[config.mk]
export PLATFORM = sky130hd
export DESIGN_NAME = scope_splitter
export DESIGN_NICKNAME = d
export VERILOG_FILES = /design/src/rtl/scope_stream_pkg.sv /design/src/rtl/scope_splitter_stage.sv /design/src/rtl/scope_splitter.sv
export SDC_FILE = /design/constraint.sdc
export NUM_CORES = 1
export LEC_CHECK = 0
export BUFFER_PORTS_ARGS = -buffer_cell sky130_fd_sc_hd__clkbuf_2
export CELL_PAD_IN_SITES_DETAIL_PLACEMENT = 1
export CELL_PAD_IN_SITES_GLOBAL_PLACEMENT = 1
export CORE_MARGIN = 3
export CORE_UTILIZATION = 40
export CTS_CLUSTER_SIZE = 20
export DETAILED_ROUTE_END_ITERATION = 12
export PLACE_DENSITY = 0.77
export SYNTH_ARGS = -nofsm -noshare
export SYNTH_HDL_FRONTEND = slang
export SYNTH_SLANG_ARGS = --single-unit
[constraint.sdc]
create_clock -name clk -period 10.21 [get_ports clk]
set_clock_uncertainty 0.05 [all_clocks]
set_input_delay 0 -clock clk [delete_from_list [all_inputs] [get_ports clk]]
set_output_delay 0 -clock clk [all_outputs]
set_load 0.01 [all_outputs]
[src/rtl/scope_stream_pkg.sv]
`default_nettype none
// ============================================================================
// Module      : scope_stream_pkg
// Description : Shared constants, types and tag decode helper for the scope
//               stream combiner/splitter family.
// Revision    : 1.0 - initial release
// ----------------------------------------------------------------------------
// Contents    : DEST_FIELD_WIDTH, MAX_SCOPE_CHANNELS, CH_INDEX_WIDTH,
//               chan_sel_t {in_range, index}, tag_to_channel()
// ============================================================================
package scope_stream_pkg;

  localparam int DEST_FIELD_WIDTH   = 8;
  localparam int MAX_SCOPE_CHANNELS = 6;
  localparam int CH_INDEX_WIDTH     = 3;

  typedef struct packed {
    logic                      in_range;
    logic [CH_INDEX_WIDTH-1:0] index;
  } chan_sel_t;

  // Maps a tag to a channel index relative to base. A ninth bit catches tags
  // below base (borrow out), which are out of range like tags past n_ch-1.
  function automatic chan_sel_t tag_to_channel(
    input logic [DEST_FIELD_WIDTH-1:0] tag,
    input logic [DEST_FIELD_WIDTH-1:0] base,
    input logic [CH_INDEX_WIDTH:0]     n_ch
  );
    chan_sel_t                 sel;
    logic [DEST_FIELD_WIDTH:0] diff;
    diff         = {1'b0, tag} - {1'b0, base};
    sel.in_range = ~diff[DEST_FIELD_WIDTH] &&
                   (diff < {{(DEST_FIELD_WIDTH-CH_INDEX_WIDTH){1'b0}}, n_ch});
    sel.index    = diff[CH_INDEX_WIDTH-1:0];
    return sel;
  endfunction

endpackage
`default_nettype wire

[src/rtl/scope_splitter_stage.sv]
`default_nettype none
// ============================================================================
// Module      : scope_splitter_stage
// Description : One-entry holding register for a single splitter output
//               channel. Loads on i_load, drains on o_valid & i_ready; a
//               same-cycle load and drain keeps the channel full.
// Revision    : 1.0 - initial release
// ----------------------------------------------------------------------------
// Ports       : clk, rst_n        clock, async active-low reset
//               i_load            accept a new beat this cycle
//               i_data/dest/user/last  beat fields to capture
//               i_ready           downstream ready
//               o_valid/data/dest/user/last  registered channel output
// ============================================================================
module scope_splitter_stage
  import scope_stream_pkg::*;
#(
  parameter int DATA_WIDTH = 16
) (
  input  logic                        clk,
  input  logic                        rst_n,
  input  logic                        i_load,
  input  logic [DATA_WIDTH-1:0]       i_data,
  input  logic [DEST_FIELD_WIDTH-1:0] i_dest,
  input  logic [7:0]                  i_user,
  input  logic                        i_last,
  input  logic                        i_ready,
  output logic                        o_valid,
  output logic [DATA_WIDTH-1:0]       o_data,
  output logic [DEST_FIELD_WIDTH-1:0] o_dest,
  output logic [7:0]                  o_user,
  output logic                        o_last
);

  logic                        r_valid;
  logic [DATA_WIDTH-1:0]       r_data;
  logic [DEST_FIELD_WIDTH-1:0] r_dest;
  logic [7:0]                  r_user;
  logic                        r_last;

  // Payload only changes on a load, so it stays stable while a beat waits
  // for its handshake.
  always_ff @(posedge clk or negedge rst_n) begin
    if (!rst_n) begin
      r_valid <= 1'b0;
      r_data  <= '0;
      r_dest  <= '0;
      r_user  <= '0;
      r_last  <= 1'b0;
    end else if (i_load) begin
      r_valid <= 1'b1;
      r_data  <= i_data;
      r_dest  <= i_dest;
      r_user  <= i_user;
      r_last  <= i_last;
    end else if (r_valid && i_ready) begin
      r_valid <= 1'b0;
    end
  end

  assign o_valid = r_valid;
  assign o_data  = r_data;
  assign o_dest  = r_dest;
  assign o_user  = r_user;
  assign o_last  = r_last;

endmodule
`default_nettype wire

[src/rtl/scope_splitter.sv]
`default_nettype none
// ============================================================================
// Module      : scope_splitter
// Description : Routes a tagged combined stream to up to six output streams,
//               stripping the tag. Out-of-range tags are accepted, discarded
//               and counted in a saturating drop counter.
// Revision    : 1.0 - initial release
// ----------------------------------------------------------------------------
// Ports       : clk, rst_n          clock, async active-low reset
//               i_in_data/dest/user/last/valid, o_in_ready   combined input
//               o_out_valid[k], o_out_data[k*ODW+:ODW], o_out_dest[k*8+:8],
//               o_out_user[k*8+:8], o_out_last[k], i_out_ready[k]
//                                   channel k+1 output stream
//               o_drop_count        saturating count of discarded beats
// ============================================================================
module scope_splitter
  import scope_stream_pkg::*;
#(
  parameter int    INPUT_DATA_WIDTH  = 32,
  parameter int    OUTPUT_DATA_WIDTH = 16,
  parameter string MSB_DEST_SUPPORT  = "TRUE",
  parameter int    N_CHANNELS        = 6,
  parameter int    DEST_BASE         = 0
) (
  input  logic                                            clk,
  input  logic                                            rst_n,
  input  logic [INPUT_DATA_WIDTH-1:0]                     i_in_data,
  input  logic [DEST_FIELD_WIDTH-1:0]                     i_in_dest,
  input  logic [7:0]                                      i_in_user,
  input  logic                                            i_in_last,
  input  logic                                            i_in_valid,
  output logic                                            o_in_ready,
  output logic [MAX_SCOPE_CHANNELS-1:0]                   o_out_valid,
  output logic [MAX_SCOPE_CHANNELS*OUTPUT_DATA_WIDTH-1:0] o_out_data,
  output logic [MAX_SCOPE_CHANNELS*DEST_FIELD_WIDTH-1:0]  o_out_dest,
  output logic [MAX_SCOPE_CHANNELS*8-1:0]                 o_out_user,
  output logic [MAX_SCOPE_CHANNELS-1:0]                   o_out_last,
  input  logic [MAX_SCOPE_CHANNELS-1:0]                   i_out_ready,
  output logic [15:0]                                     o_drop_count
);

  localparam int ODW = OUTPUT_DATA_WIDTH;
  localparam int IDW = INPUT_DATA_WIDTH;
  localparam bit c_use_msb_tag = (MSB_DEST_SUPPORT == "TRUE");
  localparam int c_pad_w       = (1 << CH_INDEX_WIDTH) - MAX_SCOPE_CHANNELS;
  localparam logic [CH_INDEX_WIDTH:0]     c_n_ch = N_CHANNELS[CH_INDEX_WIDTH:0];
  localparam logic [DEST_FIELD_WIDTH-1:0] c_base = DEST_BASE[DEST_FIELD_WIDTH-1:0];

  generate
    if (N_CHANNELS < 1 || N_CHANNELS > MAX_SCOPE_CHANNELS) begin : g_bad_channels
      $error("scope_splitter: N_CHANNELS must be in 1..6");
    end
    if (c_use_msb_tag ? (ODW > IDW - DEST_FIELD_WIDTH) : (ODW > IDW)) begin : g_bad_width
      $error("scope_splitter: OUTPUT_DATA_WIDTH too wide for INPUT_DATA_WIDTH");
    end
  endgenerate

  // Async assert, synchronous release of the internal reset.
  logic [1:0] r_rst_pipe;
  logic       w_rst_n;

  always_ff @(posedge clk or negedge rst_n) begin
    if (!rst_n) r_rst_pipe <= 2'b00;
    else        r_rst_pipe <= {r_rst_pipe[0], 1'b1};
  end

  assign w_rst_n = r_rst_pipe[1];

  logic [DEST_FIELD_WIDTH-1:0] w_tag;

  generate
    if (c_use_msb_tag) begin : g_tag_msb
      assign w_tag = i_in_data[IDW-1 -: DEST_FIELD_WIDTH];
    end else begin : g_tag_side
      assign w_tag = i_in_dest;
    end
  endgenerate

  chan_sel_t                       w_sel;
  logic [(1<<CH_INDEX_WIDTH)-1:0]  w_hv_pad;
  logic [(1<<CH_INDEX_WIDTH)-1:0]  w_rdy_pad;
  logic                            w_accept;
  logic                            w_drop;
  logic                            w_unused_bits;

  assign w_sel     = tag_to_channel(w_tag, c_base, c_n_ch);
  // Padded to the full index range so any decoded index is a legal select.
  assign w_hv_pad  = {{c_pad_w{1'b0}}, o_out_valid};
  assign w_rdy_pad = {{c_pad_w{1'b0}}, i_out_ready};

  // Ready looks only at the channel the presented beat targets; discarded
  // beats are always taken.
  assign o_in_ready = w_sel.in_range ?
                      (~w_hv_pad[w_sel.index] | w_rdy_pad[w_sel.index]) : 1'b1;
  assign w_accept   = i_in_valid & o_in_ready;
  assign w_drop     = w_accept & ~w_sel.in_range;

  // Upper data bits, the unused tag source and idle-channel readies.
  assign w_unused_bits = ^{i_in_data, i_in_dest, i_out_ready};

  logic [15:0] r_drop_count;

  always_ff @(posedge clk or negedge w_rst_n) begin
    if (!w_rst_n) begin
      r_drop_count <= 16'h0000;
    end else if (w_drop && (r_drop_count != 16'hFFFF)) begin
      r_drop_count <= r_drop_count + 16'd1;
    end
  end

  assign o_drop_count = r_drop_count;

  generate
    for (genvar k = 0; k < MAX_SCOPE_CHANNELS; k++) begin : g_chan
      if (k < N_CHANNELS) begin : g_active
        logic w_load;
        assign w_load = w_accept & w_sel.in_range &
                        (w_sel.index == CH_INDEX_WIDTH'(k));

        scope_splitter_stage #(
          .DATA_WIDTH (ODW)
        ) u_stage (
          .clk     (clk),
          .rst_n   (w_rst_n),
          .i_load  (w_load),
          .i_data  (i_in_data[ODW-1:0]),
          .i_dest  (w_tag),
          .i_user  (i_in_user),
          .i_last  (i_in_last),
          .i_ready (i_out_ready[k]),
          .o_valid (o_out_valid[k]),
          .o_data  (o_out_data[k*ODW +: ODW]),
          .o_dest  (o_out_dest[k*DEST_FIELD_WIDTH +: DEST_FIELD_WIDTH]),
          .o_user  (o_out_user[k*8 +: 8]),
          .o_last  (o_out_last[k])
        );
      end else begin : g_idle
        assign o_out_valid[k]                                      = 1'b0;
        assign o_out_data[k*ODW +: ODW]                            = '0;
        assign o_out_dest[k*DEST_FIELD_WIDTH +: DEST_FIELD_WIDTH]  = '0;
        assign o_out_user[k*8 +: 8]                                = '0;
        assign o_out_last[k]                                       = 1'b0;
      end
    end
  endgenerate

endmodule
`default_nettype wire
# Yosys cells after proc, flatten, opt, wreduce, memory -nomap -nowiden
# Cells that the tools add are included.
# word_totals
in_bits	58
out_inout_bits	221
latch_bits	0
ram_bits	0
romBits	0
regBits	222
elab_cells	84
memories	0
# op_classes
eq_ne	6
mux	17
n_div	0
n_lt_le_gt_ge	2
reduce_logical	14
n_bitwise	12
mul	0
add_sub_neg	1
shift	0
# op_table
op	n
adder 16 x 1 -> 16 bit, second input constant	1
inequality test 16 bit, second input constant	1
2-to-1 mux 1 bit	15
nonzero test 2 bit	6
AND 1 bit	9
< comparator 8 x 3 -> 1 bit, second input constant	1
logical AND 1 bit	7
binary-select mux 1 bit (select 3 bit)	2
equality test 3 x 2 -> 1 bit, second input constant	2
equality test 3 bit, second input constant	2
< comparator 3 x 4 -> 1 bit, second input constant	1
equality test 3 x 1 -> 1 bit, second input constant	1
logical NOT 3 bit	1
NOT 1 bit	2
bitwise OR 1 bit	1

# Longest topological paths before layout
# Gate-level depths: netlist (run 1).
# depth
depth_word	9
depth_mapped	6
ltp_nobuf	5

# Modules after synthesis
# From an unflattened synthesis (run 1), not the netlist that was laid out.
# hier_totals
cells_unflattened	540
hier_area_um2	9521.6
# by_module_without_submodules
module	instances	seq_area_each_um2	cells_per_inst	area_per_inst_um2
scope_splitter_stage	6	850.8	73	1413.9
scope_splitter	1	450.4	102	1038.5

# Least setup slack after synthesis (run 1)
# No wires, ideal clock.
# synth_path
kind	flip-flop to flip-flop
from	reg r_drop_count[0], in the netlist o_drop_count[0]
to	reg r_drop_count[13], in the netlist o_drop_count[13]
synth_period_minus_slack_ns	2.034
required_ns	10.013
setup_slack_ns	8.176
path_buffers	0
t_arrival_ns	1.837
setup_time_ns	0.147
path_stages_with_launch	6
cell_sequence	dfrtp_1 ha_1 nand3_1 nor4_1 a2111oi_0 xor2_1
# synth_via
elab_chain_cells	2
word_cells_on_any_way	3
cone_classes	1 x add/sub; 1 x eq/ne; 1 x reduce/logical
# synth_lines
item	line	text
start, declared	scope_splitter.sv:101	logic [15:0] r_drop_count;
start signal, assigned	scope_splitter.sv:107	r_drop_count <= r_drop_count + 16'd1;
parallel branches: the longest is 2 deep, another holds adder 16 x 1 -> 16 bit	-	
# Parallel ways; which one is timed is not known.
# A chain may end at the register's enable or synchronous reset.

# Worst setup path after layout (run 1)
# layout_path
from	reg r_drop_count[1], in the netlist o_drop_count[1]
to	reg r_drop_count[9], in the netlist o_drop_count[9]
# Same word-level chain as after synthesis.

==> results list, run 1 <==
- After clock tree synthesis, the clock-pin slew on the worst setup and hold paths is ~60 ps.
* Number of nets in the synthesized netlist: between 600 and 700
- Worst Hold End: g_chan[3].g_active.u_stage.o_valid
- Dividing the synthesized area by the synthesized cell count gives roughly 15 sq um.
- The routed design has 23900 um of wire.
* Buffers & Inverters on Critical Path: 0
- The startpoint identified for the worst register-to-register timing path is o_drop_count[1].
- The count of pins over their slew limit was 0.
* Depth of the most critical reg-to-reg path: 5
- Walking the worst path, the cells encountered are ha_1, nand3_1, nor4_1, a2111oi_0, xor2_1.
- Total overflow reported by the global router: 0
- End-of-flow core utilization: a little over half
- Largest delay contributor family on the critical path: simple AND/OR/NAND/NOR gates
* Critical Setup Path Class: flop to flop
* Total Routing Usage GR: about a fifth
- Largest net degree at the start of global routing: roughly 180
* Dominant cell type by area after synthesis: sky130_fd_sc_hd__dfrtp_1
- The worst register-to-register path has a setup slack of between 7000 and 8000 ps.
* Height of the die: 152 um
- Fmax: ~380 MHz
- In the routed design, unresolved DRC markers number 0.
- The path class of the tightest hold or removal check is input pin to flop.
- Placeable Area: ~0.021 sq mm
* Kind of launch point of the worst setup path: flop
* Number of sinks driven by the clock tree: between 200 and 250
- Net count, final: around 900
* Met1 usage: ~25%
- Met3 Resource Use GR: 6.22%
- At the worst endpoint, the arrival time is between 2000 and 3000 ps.
- The floorplan step set the die width to about 150 um.
* Final Wtd Congestion: 0.861
- Number of filler cells placed in the layout: roughly 2100
* Final critical delay including setup and external delays: ~2600 ps
- Sequential cell fraction of total power: around half
* Worst-case setup margin in the final layout: between 7000 and 8000 ps
- Portion of total power attributed to the clock network: 41.9%
* Largest family of logic cells by synthesized area: multiplexers
- Clk_lat worst skew: around 510 ps
- Among all flip-flop cells after synthesis, the most frequent one is sky130_fd_sc_hd__dfrtp_1.
- Summing the areas of all compound-gate instances in the mapped netlist gives 2.11% of the synthesized area.
- Among all stages on the critical path, the largest delay is contributed by sky130_fd_sc_hd__nor4_1.
* Worst flop-to-flop path endpoint: o_drop_count[9]
* Most utilized layer in the global route result: met2
- Summing every instance area after synthesis gives roughly 0.0085 sq mm.
- Via-to-Cell Ratio: 5.03
* Number of enable flip-flop cells after synthesis: 0
- Worst supply voltage drop on vdd: roughly 0.10 mV
- After synthesis, the netlist uses between 40 and 50 different library cells.
- Cell at the root of the clock tree: sky130_fd_sc_hd__clkbuf_16
- Leak Pwr: about 0.0060 uW
- In this design, the stage delay of the slowest critical-path cell is between 900 and 1000 ps.
- The run finished with clean final reports.
* Synth top area cells: sky130_fd_sc_hd__dfrtp_1, sky130_fd_sc_hd__mux2_2, sky130_fd_sc_hd__and2_1
- Post-Synth Adder-Cell Area: less than 1%
- The die covers ~0.023 sq mm.
- Number of DRC violations after detailed-routing iteration 0: approximately 120
- At the placement stage, the worst setup path has a slack of 7420 ps.
* Tcrit/Tclk final: between 20 and 30%
- Headroom to the max-slew limit came out at 21.7%.
- Transition at the pin with the smallest max-transition slack: between 1000 and 1500 ps
- Clock tree synthesis inserted a total of 24 buffers.
- Simple-gate portion of the synthesized area: about 7.7%
* Yosys warns: 0
- The number of antenna violations at the first check in global routing was 0.
- Ys async rst share: 100%
* Number of global-route vias before repair: approximately 6500
* Number of violations of the max-capacitance limit: 0
- Type of destination of the critical path: flop
- CTS tree: done
* Critical path required time: between 10000 and 15000 ps
* Layout-stage area growth over the synthesis result: 30.9%
* Switching portion of total power: 24.6%
- The hold violation total from the final report was 0.
- Power Dens Cells: roughly 180 mW/mm^2
- In the final routed layout, each cell accounts on average for about 21 um.
- Synth Area in XOR/XNOR: between 1 and 1.5%
- The longest clock path from root to sink contains 3 buffers.
- The first TritonRoute pass finished after 6 iterations.
- First-pass GRT wire length: approximately 37000 um
* Ports: roughly 280
- The design draws around 2000 uW.
- Startpoint of the worst hold path: i_in_data[25]
* Highest fanout seen on the critical path: 8
* Total half-perimeter wirelength after legalization and detailed placement: between 15000 and 20000 um
* Number of vias in the routed layout: 5690
* Yosys top cell area share: between 60% and 70%
* Core Rows: 52
- Number of register bits inferred by synthesis: between 200 and 250
* Most common cell in the netlist: sky130_fd_sc_hd__dfrtp_1
* Setup_tns: 0 ps
- RSZ-0062 raised after global routing: no
* Internal Pwr Total: 1510 uW
* Net Switching: just under 500 uW
- Setup violations remaining at the end of the flow were counted as 0.
* Number of diodes added for antenna fixing: 0
- PortBufs: 262
- Register area share after synthesis: approximately two thirds
* Effective utilization at floorplan: between 40% and 50%
- Logic pwr share: about a tenth
- Synthesis produced between 500 and 600 cells.
- H-tree depth: 1
* Multiplexer share of the synthesized area: between 20 and 25%
- The post-route netlist has between 50 and 60% of its cells at a drive strength greater than 1.
- Met2 Use GR: 36.2%
- Ranked by instance count, the synthesized netlist is headed by sky130_fd_sc_hd__dfrtp_1, sky130_fd_sc_hd__mux2_2, sky130_fd_sc_hd__and2_1.
* Number of nets still failing antenna checks after routing: 0
* Number of instances on the worst hold path: 3
cells by family (layout without fill, tap and decap cells):
family / after synthesis / in the layout
adder cells (fa/ha/maj): 1 / 1
AO/OA/AOI/OAI: 24 / 24
XOR/XNOR: 14 / 14
other: 1 / 1
multiplexers: 152 / 152
AND/OR/NAND/NOR: 98 / 98
buffers and inverters: 42 / 350
flip-flops: 222 / 222
power groups by stage:
stage / sequential [uW] / combinational, uW / clock, uW
2_1_floorplan: 1010 / 61.4 / 0
3_5_place_dp: 989 / 182 / 0
4_1_cts: 974 / 194 / 862
5_1_grt: 980 / 210 / 907
3_3_place_gp: 984 / 171 / 0
6_report: 975 / 190 / 841
metrics by stage:
| stage | std cells | hold slack, ps | area (sq um) |
|---|---|---|---|
| after floorplan | 554 | -346 | 8480 |
| after global placement | 1055 | -263 | 9990 |
| after detailed placement | 1055 | -260 | 9990 |
| after CTS | 1132 | 13.2 | 11100 |
| after global routing | 1132 | 58.8 | 11100 |
| final | 1132 | 48.3 | 11100 |
area by class of cell:
type / count / area (sq um) / share of cell area, %
clock buffers: 34 / 699 / 6.30
clock inverters: 9 / 70.1 / 0.631
inverters: 7 / 26.3 / 0.237
multi-input cells: 290 / 2720 / 24.5
flip-flops and latches: 222 / 5560 / 50.1
well taps: 270 / 338 / 3.04
repair buffers: 300 / 1690 / 15.3
registers in the layout, summed over array words and instances, names as in the netlist:
register                         flops
g_chan.g_active.u_stage.o_data      96
r_rst_pipe                           2
o_drop_count                        16
g_chan.g_active.u_stage.o_last       6
g_chan.g_active.u_stage.o_valid      6
g_chan.g_active.u_stage.o_user      48
g_chan.g_active.u_stage.o_dest      48
worst max path at each step:
stage / startpoint / end / slack [ps] / depth (start not counted)
finish: o_drop_count[1] / o_drop_count[9] / 7580 / 5
global placement: i_in_data[31] / g_chan[1].g_active.u_stage.o_data[10] / 7470 / 5
global route: o_drop_count[1] / o_drop_count[9] / 7350 / 5
floorplan: r_rst_pipe[1] / g_chan[0].g_active.u_stage.o_data[0] / 3520 / 0
CTS: o_drop_count[1] / o_drop_count[9] / 7610 / 5
detailed placement: i_in_data[31] / g_chan[1].g_active.u_stage.o_user[1] / 7420 / 5
layout by cell type (no fill, tap or decap), drive strengths merged, types with 2 or more instances in the layout:
cell,Yosys,layout
nor2b,15,15
nand2,8,8
o21ai,4,4
nor2,3,3
inv,7,7
dfrtp,222,222
dlygate4sd3,0,34
xor2,5,5
o211ai,4,4
nand2b,9,9
nor3,2,2
clkbuf,10,296
or2,5,5
a2111oi,5,5
a211oi,3,3
nand3,9,9
a21oi,3,3
and2,28,28
nand4,4,4
clkinv,0,8
mux2,151,151
and3,3,3
nor4,5,5
buf,25,4
xnor2,9,9
worst register-to-register path, delay by kind of cell, from the launching register on:
kind                     cells  cell delay (ps)
adder cells (fa/ha/maj)      1              260
AO/OA/AOI/OAI                1              330
XOR/XNOR                     1              220
flip-flops                   1              460
AND/OR/NAND/NOR              2             1170
routing by layer:
layer	up-vias	share of wire (%)
li1	2490	-
met1	2949	39
met2	212	51
met3	39	8.2
met4	0	2.0
met5	-	0
repair_timing:
item	in CTS	in global routing
endpoints found under the hold margin	159	0
resized for setup	0	0
setup buffers	0	0
hold buffers	34	0
(Power assumes the default switching activity.)
==> run 2: changes to the inputs <==
--- a/config.mk
+++ b/config.mk
@@ -9,10 +9,10 @@
 export CELL_PAD_IN_SITES_DETAIL_PLACEMENT = 1
 export CELL_PAD_IN_SITES_GLOBAL_PLACEMENT = 1
 export CORE_MARGIN = 3
-export CORE_UTILIZATION = 40
+export CORE_UTILIZATION = 36
 export CTS_CLUSTER_SIZE = 20
 export DETAILED_ROUTE_END_ITERATION = 12
-export PLACE_DENSITY = 0.77
+export PLACE_DENSITY = 0.73
 export SYNTH_ARGS = -nofsm -noshare
 export SYNTH_HDL_FRONTEND = slang
 export SYNTH_SLANG_ARGS = --single-unit
==> constraint.sdc (replaced) <==
create_clock -name clk -period 2.19 [get_ports clk]
set_clock_uncertainty 0.05 [all_clocks]
set_input_delay 0 -clock clk [delete_from_list [all_inputs] [get_ports clk]]
set_output_delay 0 -clock clk [all_outputs]
set_load 0.01 [all_outputs]
==> run 2 against run 1 <==
Net effect: via count rose by 0.40%; combinational power rose to 4.8 times the previous value; setup slack got worse by 7400 ps; register-to-register slack worse by 7400 ps; clock power rose to 5.3 times the previous value; cell area increased by 3.5%; critical path type is now flop to output pin; highest routed layer unchanged; cell count increased by 5.7%; worst hold slack better by 30 ps; power rose to 4.9 times the previous value; core utilization fell by 3.8 points; non-clock buffer count grew 19; largest power group unchanged.
==> results list, run 2 (synthesized netlist as in run 1, its figures left out) <==
- Number of nets still failing antenna checks after routing: 0
* First-pass iteration count of the detailed router: 4
- Dividing the detail-routed wire length by the instance count gives approximately 20 um.
* Final critical delay including setup and external delays: 2020 ps
- Via-to-Cell Ratio: between 4 and 5
- On the final layout, the worst hold slack is just under 80 ps.
- Worst-case setup margin in the final layout: about 170 ps
- Buffers inserted during clock tree synthesis total 25.
* Count of cells resized by post-cts repair: 0
* Largest delay contributor family on the critical path: multiplexers
* Worst path max stage delay: 490 ps
* Die area: 0.0254 sq mm
- Cells fill about half of the core in the end.
- The top cell types in the final layout, fill and taps aside, are sky130_fd_sc_hd__clkbuf_2, sky130_fd_sc_hd__dfrtp_1, sky130_fd_sc_hd__mux2_2.
* Tcrit/Tclk final: 92.2%
- The analysis attributes to cell leakage a power of roughly 0.0062 uW.
- Pins Over Slew Limit: 0
- The largest individual stage delay along the critical path comes from the cell sky130_fd_sc_hd__mux4_2.
- Entering global routing, the biggest net connects 55 pins.
* First-pass GRT wire length: 38400 um
- Cell at the root of the clock tree: sky130_fd_sc_hd__clkbuf_16
- Number of global-route vias before repair: between 6000 and 7000
* CTS Buffer Depth: 3
- The first routing iteration left a little under 200 violations.
* Net count, final: about 900
* Kind of launch point of the worst setup path: flop
- After clock tree synthesis, the clock-pin slew on the worst setup and hold paths is around 60 ps.
* Number of sinks driven by the clock tree: 222
- Floorplan die width: between 150 and 200 um
* Effective utilization at floorplan: 37.0%
- The worst pin sits at a relative slew slack of a little under two thirds.
- Post-CTS setup buffers: 0
- Height of the die: around 160 um
* Most common cell after layout, fill and taps aside: sky130_fd_sc_hd__clkbuf_2
- The area growth from synthesis to layout is 35.6%.
- The run finished with clean final reports.
- The repair_antennas step left the layout with diodes totalling 0.
- At the worst endpoint, the required time is roughly 2100 ps.
* Critical Path, Cell by Cell: nand2b_1, mux4_2, o22ai_1, nand3b_1, clkbuf_2
* Power Dens Cells: 863 mW/mm^2
* Type of the tightest min-delay check: input pin to flop
- Worst supply voltage drop on vdd: 0.699 mV
* Buffers & Inverters on Critical Path: 1
* Setup violation total in the final timing report: 0
* CTS tree: done
* Fmax: between 400 and 500 MHz
- The hold violation total from the final report was 0.
* Total half-perimeter wirelength after legalization and detailed placement: roughly 16000 um
- PortBufs: ~260
* Total overflow reported by the global router: 0
- At the placement stage, the worst setup path has a slack of a little over 200 ps.
- Type of destination of the critical path: output pin
- H-tree depth: 1
- The congestion estimate from routability-driven global placement came to about 0.78.
* Placeable Area: 0.0229 sq mm
- Data on the critical path arrives at its endpoint at around 2000 ps.
* Transition at the pin with the smallest max-transition slack: about 530 ps
- Core Rows: 55
* Clk_lat worst skew: ~530 ps
* Ports: 279
* Number of vias in the routed layout: about 5700
- Final wirelength: about 24000 um
- Critical Setup Path Class: flop to output pin
* Setup_tns: 0 ps
- Number of violations of the max-capacitance limit: 0
* RSZ-0062 raised after global routing: no
- In this run the worst path has a maximum fanout of 4.
* DR DRC count: 0
* Share of cells above drive strength 1: between 50% and 60%
* Number of flip-flops in the largest register: between 90 and 100
* Total Routing Usage GR: 18.9%
* Number of antenna violations at the first check in global routing: 0
-- run 2: timing repair --
item	4_1_cts	5_1_grt
hold endpoints to repair	159	0
hold buffers	34	0
endpoints found under the setup margin	0	0
-- run 2: final cells by class --
cell class,count,area (sq um)
Fill cell,2371,11400
Sequential cell,222,5560
Multi-Input combinational cell,290,2720
Timing Repair Buffer,319,1910
Clock buffer,30,674
Tap cell,313,392
Clock inverter,15,215
Inverter,7,26.3
-- run 2: worst reg2reg max path, stage by stage, from the launching register on --
cell and delay, ps:
sky130_fd_sc_hd__dfrtp_1 440, sky130_fd_sc_hd__nand4_1 220, sky130_fd_sc_hd__or4_1 580, sky130_fd_sc_hd__o21ai_1 250
sky130_fd_sc_hd__mux2_2 360
-- run 2: metrics by stage --
| stage | instance area (sq um) | instances | power (uW) |
|---|---|---|---|
| finish | 11500 | 1196 | 9910 |
| global route | 11500 | 1196 | 10400 |
| CTS | 11500 | 1196 | 10100 |
| detailed placement | 10300 | 1117 | 5470 |
| global placement | 10300 | 1117 | 5430 |
| floorplan | 8480 | 554 | 4990 |
-- run 2: per-layer routing --
layer	wire [um]	global-route usage (%)
met5	0	0
met4	481	3.94
met2	11400	31.6
met3	1990	6.79
met1	9740	23.7
-- run 2: final timing paths --
check	end	slack, ps	cells after the start	startpoint
setup / recovery	o_in_ready	170	5	g_chan[0].g_active.u_stage.o_valid
hold / removal	g_chan[2].g_active.u_stage.o_dest[4]	80	4	i_in_data[24]
setup reg to reg	o_drop_count[1]	180	4	o_drop_count[8]
hold reg to reg	g_chan[2].g_active.u_stage.o_data[12]	210	0	r_rst_pipe[1]
max in group asynchronous	g_chan[5].g_active.u_stage.o_dest[4]	1160	2	r_rst_pipe[1]
min in group asynchronous	g_chan[2].g_active.u_stage.o_data[12]	210	0	r_rst_pipe[1]
-- run 2: power breakdown --
group	internal, uW	switching, uW
clock	2790	1690
combinational	423	493
sequential	4320	195
==> run 3: changes to the inputs <==
--- a/config.mk
+++ b/config.mk
@@ -9,10 +9,10 @@
 export CELL_PAD_IN_SITES_DETAIL_PLACEMENT = 1
 export CELL_PAD_IN_SITES_GLOBAL_PLACEMENT = 1
 export CORE_MARGIN = 3
-export CORE_UTILIZATION = 36
+export CORE_UTILIZATION = 40
 export CTS_CLUSTER_SIZE = 20
 export DETAILED_ROUTE_END_ITERATION = 12
-export PLACE_DENSITY = 0.73
+export PLACE_DENSITY = 0.77
 export SYNTH_ARGS = -nofsm -noshare
 export SYNTH_HDL_FRONTEND = slang
 export SYNTH_SLANG_ARGS = --single-unit
==> constraint.sdc (replaced) <==
create_clock -name clk -period 1.9 [get_ports clk]
set_clock_uncertainty 0.05 [all_clocks]
set_input_delay 0 -clock clk [delete_from_list [all_inputs] [get_ports clk]]
set_output_delay 0 -clock clk [all_outputs]
set_load 0.01 [all_outputs]
==> run 3 against run 2 <==
Net effect: critical path type unchanged; cell count decreased by 3.0%; the flow now finishes with violations (setup timing); via count increased by 1.5%; highest routed layer unchanged; largest power group unchanged; combinational power increased by 32%; wire length increased by 3.4%.
==> results list, run 3 (synthesized netlist as in run 1, its figures left out) <==
- Result of the run: finished with violations
- Violations in the final reports: setup timing
* Setup violation total in the final timing report: 1
- Total Routing Usage GR: around a fifth
- The library cell used most frequently in the layout, excluding fill and tap cells, is sky130_fd_sc_hd__clkbuf_2.
- Most utilized layer in the global route result: met2
* Final-report hold violation count: 0
- Effective utilization at floorplan: between 40% and 50%
- Summing over every cut layer, the via total after detailed routing is 5798.
- Critical Setup Path Class: flop to output pin
- For this design the top-level I/O count stands at roughly 280.
- Tcrit/Tclk final: 100%
- For met3 alone, demand over resource in global routing was about 6.8%.
- The tree is rooted in a sky130_fd_sc_hd__clkbuf_16.
- After layout, the worst setup slack is -8.48 ps.
- Type of the tightest min-delay check: input pin to flop
- Highest fanout seen on the critical path: 3
- For this run, the number of standard cells in the final layout without fillers is 1160.
- The congestion estimate from routability-driven global placement came to slightly below 0.9.
* CTS Buffer Depth: 3
* Total half-perimeter wirelength after legalization and detailed placement: about 17000 um
- First-pass iteration count of the detailed router: 4
- The register with the most flip-flops in the layout has 96 of them.
* Clk_lat worst skew: approximately 500 ps
- In this run, CTS created clock tree buffers numbering 23.
- Critical path required time: ~1900 ps
- RSZ-0062 raised after global routing: yes
- Worst-case setup slack after placement: -3.30 ps
* Number of DRC violations after detailed-routing iteration 0: between 150 and 200
* Net count, final: 935
- Entering global routing, the biggest net connects 83 pins.
- After clock tree synthesis, the clock-pin slew on the worst setup and hold paths is ~60 ps.
* Kind of launch point of the worst setup path: flop
- The count of nets left with antenna violations once routing finished came out at 0.
* Layout-stage area growth over the synthesis result: 35.0%
* PortBufs: 262
- Leading cell types in the layout, fill and taps excluded: sky130_fd_sc_hd__clkbuf_2, sky130_fd_sc_hd__dfrtp_1, sky130_fd_sc_hd__mux2_2
* Final instance area: about 0.011 sq mm
- After floorplanning, the core was divided into 52 placement rows.
* Type of destination of the critical path: output pin
- In this run the standard cell core region covers around 0.02 sq mm.
* Average wire per cell in the routed design: 21.1 um
* Number of filler cells placed in the layout: ~2100
* Number of sinks driven by the clock tree: approximately 220
* Number of global-route vias before repair: 6578
- Worst hold margin: approximately 47 ps
- Worst supply voltage drop on vdd: 0.690 mV
- Summed over all layers, the global routing overflow is 0.
- Fmax: 524 MHz
* Number of violations of the max-capacitance limit: 0
- The placed instances occupy a cell area of 0.0103 sq mm.
- Leak Pwr: about 0.0062 uW
* Met1 usage: approximately a quarter
- The count of pins over their slew limit is 0.
- Share of cells above drive strength 1: a little under 60%
* Final wirelength: roughly 24000 um
- Arrival time at the worst endpoint: 1860 ps
- The number of antenna violations at the first check in global routing is 0.
* CTS tree: done
- Including well taps, the total number of placed cells is between 1000 and 1500.
- The die is approximately 150 um tall.
* H-tree depth: 1
* Via-to-Cell Ratio: approximately 5
* Die area: 0.0230 sq mm
- The worst path in the final design needs a cycle of approximately 1900 ps, including I/O delays and setup.
* Power Dens Cells: 926 mW/mm^2
* Floorplan die width: approximately 150 um
* Met2 Use GR: between 30% and 40%
* DR DRC count: 0
* First-pass GRT wire length: between 30000 and 40000 um
* Number of diodes added for antenna fixing: 0
## run 3: routing by layer
metal / vias to the layer above / part of all wire (%)
li1: 2565 / -
met1: 2955 / 39
met2: 220 / 49
met3: 58 / 8.4
met4: 0 / 3.0
met5: - / 0
## run 3: worst paths after layout
kind / depth (start not counted) / end / slack [ps] / start
max: 5 / o_in_ready / -8 / g_chan[3].g_active.u_stage.o_valid
min: 4 / g_chan[3].g_active.u_stage.o_valid / 50 / i_in_data[29]
max reg2reg: 6 / o_drop_count[12] / 70 / o_drop_count[0]
min reg2reg: 0 / g_chan[4].g_active.u_stage.o_data[10] / 100 / r_rst_pipe[1]
max in group asynchronous: 1 / g_chan[2].g_active.u_stage.o_dest[2] / 1030 / r_rst_pipe[1]
min in group asynchronous: 0 / g_chan[4].g_active.u_stage.o_data[10] / 100 / r_rst_pipe[1]
## run 3: metrics by stage
step	util (%)	power [uW]	TNS, ps
5_1_grt	55.7	11100	-181
4_1_cts	55.4	10700	-11.3
2_1_floorplan	-	5750	-87880
3_5_place_dp	50.3	6410	-3.30
3_3_place_gp	50.3	6330	0
6_report	55.7	10600	-8.48
## run 3: critical path, cell delays in order (launching register included)
cell	delay, ps
sky130_fd_sc_hd__dfrtp_1	400
sky130_fd_sc_hd__nand2b_4	80
sky130_fd_sc_hd__mux4_2	480
sky130_fd_sc_hd__o22ai_2	180
sky130_fd_sc_hd__nand3b_1	90
sky130_fd_sc_hd__clkbuf_2	130
## run 3: layout make-up
cell class                 count  area (sq um)  area share, %
timing repair buffer         332          2040           17.8
multi-input combinational    290          2790           24.4
sequential                   222          5560           48.6
clock inverter                 3          15.0          0.131
inverter                       7          26.3          0.229
clock buffer                  36           684           5.98
tap                          270           338           2.95
## run 3: repair_timing
item / in CTS / in global routing
endpoints found under the setup margin: 2 / 10
gates resized for setup: 4 / 12
endpoints found under the hold margin: 159 / 0
hold buffers: 34 / 0
buffers inserted: 0 / 1
pin swaps: 0 / 5
## run 3: where the power goes
part / switching (uW) / leakage [uW] / internal [uW]
clock network: 1760 / 0.000347 / 2450
logic: 653 / 0.00283 / 561
registers: 188 / 0.00304 / 4980
total: 2600 / 0.00621 / 8000
